`config.mk`:
```
export PLATFORM = sky130hd
export DESIGN_NAME = detector_responder
export DESIGN_NICKNAME = d
export VERILOG_FILES = /design/src/rtl/detector_pkg.sv /design/src/rtl/sync_edge_detect.sv /design/src/rtl/detector_responder.sv
export SDC_FILE = /design/constraint.sdc
export NUM_CORES = 1
export LEC_CHECK = 0
export CAP_MARGIN = 10
export CORE_MARGIN = 4
export CORE_UTILIZATION = 32
export DETAILED_ROUTE_END_ITERATION = 10
export SETUP_SLACK_MARGIN = 0.3
export SLEW_MARGIN = 20
export SYNTH_ARGS = -nofsm -noshare
export SYNTH_HDL_FRONTEND = slang
export SYNTH_SLANG_ARGS = --single-unit
```
`constraint.sdc`:
```
create_clock -name clock -period 6.2 [get_ports clock]
set_clock_uncertainty 0.15 [all_clocks]
set_input_delay 0.62 -clock clock [delete_from_list [all_inputs] [get_ports clock]]
set_output_delay 0.62 -clock clock [all_outputs]
set_load 0.02 [all_outputs]
```
`src/rtl/detector_pkg.sv`:
```
`default_nettype none
// ============================================================================
// Module : detector_pkg
// Shared state encoding and default timing for the detector emulator.
// Rev    : 1.0
// ============================================================================
package detector_pkg;

    typedef enum logic [2:0] {
        OFF     = 3'd0,
        IDLE    = 3'd1,
        ARMING  = 3'd2,
        EXPOSE  = 3'd3,
        READOUT = 3'd4
    } state_t;

    localparam int DET_ARM_DELAY       = 10;
    localparam int DET_EXPOSURE_CYCLES = 200;
    localparam int DET_READOUT_CYCLES  = 100;

    localparam logic [7:0] MISSED_MAX = 8'd255;

endpackage
`default_nettype wire

```
`src/rtl/sync_edge_detect.sv`:
```
`default_nettype none
// ============================================================================
// Module : sync_edge_detect
// Multi-flop synchronizer followed by a delay flop for rising-edge detection.
// Rev    : 1.0
// ============================================================================
module sync_edge_detect #(
    parameter int SYNC_STAGES = 2
) (
    input  logic clock,
    input  logic reset,
    input  logic async_in,
    output logic sync_out,
    output logic rise
);

    logic [SYNC_STAGES-1:0] r_sync;
    logic                   r_delay;

    always_ff @(posedge clock) begin
        if (reset) begin
            r_sync  <= '0;
            r_delay <= 1'b0;
        end else begin
            r_sync  <= {r_sync[SYNC_STAGES-2:0], async_in};
            r_delay <= r_sync[SYNC_STAGES-1];
        end
    end

    assign sync_out = r_sync[SYNC_STAGES-1];
    assign rise     = r_sync[SYNC_STAGES-1] & ~r_delay;

endmodule
`default_nettype wire

```
`src/rtl/detector_responder.sv`:
```
`default_nettype none
// ============================================================================
// Module : detector_responder
// Detector emulator: trigger -> arm -> expose -> readout, with frame/missed counters.
// Rev    : 1.0
// ============================================================================
module detector_responder
    import detector_pkg::*;
#(
    parameter int SYNC_STAGES     = 2,
    parameter int ARM_DELAY       = DET_ARM_DELAY,
    parameter int EXPOSURE_CYCLES = DET_EXPOSURE_CYCLES,
    parameter int READOUT_CYCLES  = DET_READOUT_CYCLES,
    parameter int FRAME_W         = 16
) (
    input  logic               clock,
    input  logic               reset,
    input  logic               enable,
    input  logic               trigger_in,
    output logic               detector_ready,
    output logic               exposing,
    output logic               frame_done,
    output logic [FRAME_W-1:0] frame_count,
    output logic [7:0]         missed_count,
    output logic [2:0]         state_o
);

    generate
        if (SYNC_STAGES < 2 || SYNC_STAGES > 4 || EXPOSURE_CYCLES < 1 ||
            READOUT_CYCLES < 1 || ARM_DELAY < 0) begin : g_bad_params
            $error("detector_responder: illegal parameter value");
        end
    endgenerate

    localparam logic [31:0] c_arm_last = 32'(ARM_DELAY) - 32'd1;
    localparam logic [31:0] c_exp_last = 32'(EXPOSURE_CYCLES) - 32'd1;
    localparam logic [31:0] c_ro_last  = 32'(READOUT_CYCLES) - 32'd1;
    localparam state_t      c_after_idle = (ARM_DELAY == 0) ? EXPOSE : ARMING;
    localparam logic [FRAME_W-1:0] c_frame_one = {{(FRAME_W-1){1'b0}}, 1'b1};

    logic w_trig_sync;
    logic w_trig_rise;
    logic w_trig_edge;

    state_t             r_state;
    logic [31:0]        r_cnt;
    logic [FRAME_W-1:0] r_frame_count;
    logic [7:0]         r_missed;
    logic               r_frame_done;

    sync_edge_detect #(
        .SYNC_STAGES(SYNC_STAGES)
    ) u_trig_sync (
        .clock   (clock),
        .reset   (reset),
        .async_in(trigger_in),
        .sync_out(w_trig_sync),
        .rise    (w_trig_rise)
    );

    assign w_trig_edge = w_trig_rise & w_trig_sync;

    // cnt counts cycles spent in the current state; every transition restarts it.
    always_ff @(posedge clock) begin
        if (reset) begin
            r_state       <= OFF;
            r_cnt         <= '0;
            r_frame_count <= '0;
            r_missed      <= '0;
            r_frame_done  <= 1'b0;
        end else begin
            r_frame_done <= 1'b0;
            r_cnt        <= r_cnt + 32'd1;
            if (w_trig_edge && r_state != IDLE && r_missed != MISSED_MAX) begin
                r_missed <= r_missed + 8'd1;
            end
            if (!enable) begin
                r_state <= OFF;
                r_cnt   <= '0;
            end else begin
                case (r_state)
                    OFF: begin
                        r_state <= IDLE;
                        r_cnt   <= '0;
                    end
                    IDLE: begin
                        if (w_trig_edge) begin
                            r_state <= c_after_idle;
                            r_cnt   <= '0;
                        end
                    end
                    ARMING: begin
                        if (r_cnt == c_arm_last) begin
                            r_state <= EXPOSE;
                            r_cnt   <= '0;
                        end
                    end
                    EXPOSE: begin
                        if (r_cnt == c_exp_last) begin
                            r_state <= READOUT;
                            r_cnt   <= '0;
                        end
                    end
                    READOUT: begin
                        if (r_cnt == c_ro_last) begin
                            r_state       <= IDLE;
                            r_cnt         <= '0;
                            r_frame_done  <= 1'b1;
                            r_frame_count <= r_frame_count + c_frame_one;
                        end
                    end
                    default: begin
                        r_state <= OFF;
                        r_cnt   <= '0;
                    end
                endcase
            end
        end
    end

    assign detector_ready = (r_state == IDLE) || (r_state == ARMING);
    assign exposing       = (r_state == EXPOSE);
    assign frame_done     = r_frame_done;
    assign frame_count    = r_frame_count;
    assign missed_count   = r_missed;
    assign state_o        = r_state;

endmodule
`default_nettype wire

```
==> out/qor.txt <==
Clock Sinks: 63
cell depth of the worst min-delay path: 1
count of hold buffers inserted by post-cts repair: 0
first-iteration detailed-routing DRC count: 150
Max stage delay on crit path: 0.55 ns
critical path's slowest cell: sky130_fd_sc_hd__or4_4
CP Capture Type: flip-flop
Core Region: 0.00937 sq mm
number of port buffers: 33
Core Rows: 35
number of buffers inserted during clock tree synthesis: 9
routability cong.: 0.793
clock latency on the worst-skew pair: 0.34 ns
Ant. Diodes: 0
Final setup violation count: 0
average via count per standard cell: 5.15
routed wire length: 6550 microns
WL/cell: 12.9 microns
y dimension of the die: 107 microns
Syn Std Cell Area: 0.00312 sq mm
critical path type: reg2reg
total of max-cap violations: 0
remaining routing DRC violations: 0
Critical Path AT: 2.69 ns
capture point of the worst reg-to-reg path: frame_count[8]$_SDFFE_PP0P_
number of hold violations in the final report: 0
clock transition at the registers of the reported paths: 0.08 ns
Reg-to-Reg Start: r_cnt[8]$_SDFF_PP0_
top-count cell post-synth: sky130_fd_sc_hd__dfxtp_1
static leakage: 1.15 nW
number of enable flip-flop cells after synthesis: 0
WHS Endpoint: u_trig_sync.r_sync[1]$_SDFF_PP0_
Worst-Margin Slew: 0.531 ns
HP Class: reg2reg
Power per Cell Area: 226 mW/mm^2
clock tree from TritonCTS: yes
flip-flop and latch count after synthesis: 63
number of gates resized after CTS: 0
initial antenna violation count: 0
wire length of the first global-routing pass: 11100 microns
DP Wirelength: 4450 microns
number of cells on the critical path: 5
share of synthesized area occupied by flip-flops and latches: 0.404
cell-by-cell trace of the critical path: or4_4 -> nor4_4 -> nand4_4 -> or4_1 -> a21oi_1
CP delay by family, top: simple AND/OR/NAND/NOR gates
post-CTS repair timing setup buffer count: 0
area of all placed cells without fillers: 0.00373 sq mm
count of yosys warnings during synthesis: 0
result of the run: completed
worst IR drop on VDD: 0.160 mV
Yosys cell types: 50
Synthesized Nets: 354
fraction of synthesized cell area taken by the top area cell type: 0.404
share of the clock period used by the worst path: 0.416
GRT Overall Usage: 0.118
largest net degree at the start of global routing: 33
final slew viol count: 0
detailed-routing wirelength on met1: 3200 microns
prevailing post-synth register cell: sky130_fd_sc_hd__dfxtp_1
worst slew margin relative to its limit: 0.646
ys async rst share: 0
Setup TNS: 0 ns
total of fill cells in the finished design: 963
WP data required: 6.31 ns
Max Clk Rate: 388 MHz
length of the first detailed-routing pass in iterations: 4
count of H-tree levels built during CTS: 3
Max Fanout on Critical Path: 18
Worst Reg-to-Reg Cells: 5
Clock Tree Buf Depth: 2
met3 routed wirelength: 386 microns
total global routing overflow: 0
FF/Latch Area: 0.00126 sq mm
Final Net Count: 383
vias in the first global route: 2391
internal reg-to-reg setup slack: 3.62 ns
uppermost signal routing layer after detailed routing: met4
share of final-layout standard cells stronger than drive strength 1: 0.0868
Post-Route Utilization: 0.398
post-synthesis area per instance: 9.03 sq um
start point of the worst min-delay path: u_trig_sync.r_sync[0]$_SDFF_PP0_
final worst hold slack: 0.290 ns
amount of wire on met2 after detailed routing: 2940 microns
final worst setup slack: 3.62 ns
Post-Synthesis Cells: 346
floorplan die area: 0.0114 sq mm
cell area after placement: 0.00352 sq mm
worst slack, placed: 3.23 ns
synth top area cells: sky130_fd_sc_hd__dfxtp_1 (40%), sky130_fd_sc_hd__nor3_1 (5.4%), sky130_fd_sc_hd__xnor2_1 (5.3%)
# IOs: 34
most frequent cells after synthesis: sky130_fd_sc_hd__dfxtp_1 (63), sky130_fd_sc_hd__nor3_1 (34), sky130_fd_sc_hd__nand3_1 (19), sky130_fd_sc_hd__nor2_1 (19), sky130_fd_sc_hd__xnor2_1 (19)
sum of buffers and inverters on the critical path: 0
Post-DRT Antenna Nets: 0
clock root buffer: sky130_fd_sc_hd__clkbuf_8
synth-to-layout area growth: 19.6%
Final min period: 2.58 ns
vias post-DR: 2620
initial standard-cell utilization of the core: 0.333
library cell occupying the most area in the post-synthesis netlist: sky130_fd_sc_hd__dfxtp_1
startpoint types: flip-flop
unrepaired setup endpoints after global routing: false
chip width: 107 microns
multi-input logic area: 0.00172 sq mm
[layout by cell type, fill, tap and decap left out, types with 5 or more instances in the layout]
master and instances:
sky130_fd_sc_hd__or4_1 8, sky130_fd_sc_hd__o31ai_1 8, sky130_fd_sc_hd__nor2b_1 5, sky130_fd_sc_hd__a21oi_1 13
sky130_fd_sc_hd__nor2_1 19, sky130_fd_sc_hd__nand3_1 19, sky130_fd_sc_hd__nand2_1 18, sky130_fd_sc_hd__nor4_1 9
sky130_fd_sc_hd__and4_1 8, sky130_fd_sc_hd__o21ai_0 8, sky130_fd_sc_hd__nor3_1 34, sky130_fd_sc_hd__or3_1 9
sky130_fd_sc_hd__xor2_1 18, sky130_fd_sc_hd__clkbuf_8 9, sky130_fd_sc_hd__and3_1 9, sky130_fd_sc_hd__dfxtp_1 63
sky130_fd_sc_hd__xnor2_1 19, sky130_fd_sc_hd__inv_1 8, sky130_fd_sc_hd__nand4_1 11, sky130_fd_sc_hd__clkdlybuf4s50_1 32
[worst max path at each step]
stage | start | to
2_1_floorplan | r_cnt[8]$_SDFF_PP0_ | r_cnt[29]$_SDFF_PP0_
3_3_place_gp | reset | r_cnt[27]$_SDFF_PP0_
3_5_place_dp | reset | r_cnt[22]$_SDFF_PP0_
4_1_cts | r_cnt[8]$_SDFF_PP0_ | frame_count[8]$_SDFFE_PP0P_
5_1_grt | r_cnt[13]$_SDFF_PP0_ | frame_count[8]$_SDFFE_PP0P_
6_report | r_cnt[8]$_SDFF_PP0_ | frame_count[8]$_SDFFE_PP0P_
[registers in the layout (all words and copies together) (netlist names)]
register	count
state_o	3
u_trig_sync.r_sync	2
r_cnt	32
u_trig_sync.r_delay	1
missed_count	8
frame_done	1
frame_count	16
[cells by family after synthesis]
logic type	after synthesis	synth area share
adder cells (fa/ha/maj)	4	0.0160
buffers and inverters	25	0.0469
multiplexers	3	0.00962
AND/OR/NAND/NOR	174	0.334
AO/OA/AOI/OAI	40	0.0857
XOR/XNOR	37	0.104
flip-flops	63	0.404
[per-layer routing]
metal	vias to the layer above	GRT usage
li1	1333	-
met1	1224	0.154
met2	61	0.188
met3	2	0.0379
met4	0	0.0301
met5	-	0
[final cells by class]
type                    count  share of cell area
well taps                 129              0.0432
multi-input cells         258               0.460
flip-flops and latches     63               0.338
repair buffers             35              0.0912
clock buffers               9              0.0332
inverters                   8             0.00804
clock inverters             7              0.0261
[per-stage QoR]
step	power, mW	cells
2_1_floorplan	0.451	346
3_3_place_gp	0.459	493
3_5_place_dp	0.459	493
4_1_cts	0.856	509
5_1_grt	0.876	509
6_report	0.844	509
[worst register-to-register path: stages (launching register included)]
cell	delay, ns
sky130_fd_sc_hd__dfxtp_1	0.36
sky130_fd_sc_hd__or4_4	0.55
sky130_fd_sc_hd__nor4_4	0.46
sky130_fd_sc_hd__nand4_4	0.29
sky130_fd_sc_hd__or4_1	0.55
sky130_fd_sc_hd__a21oi_1	0.15
[where the power goes]
| part | total (mW) | internal, mW | switching, mW | leakage (nW) |
|---|---|---|---|---|
| combinational | 0.0386 | 0.0138 | 0.0248 | 0.535 |
| sequential | 0.411 | 0.407 | 0.00376 | 0.508 |
| clock | 0.395 | 0.227 | 0.168 | 0.105 |
(Power assumes the default switching activity.)
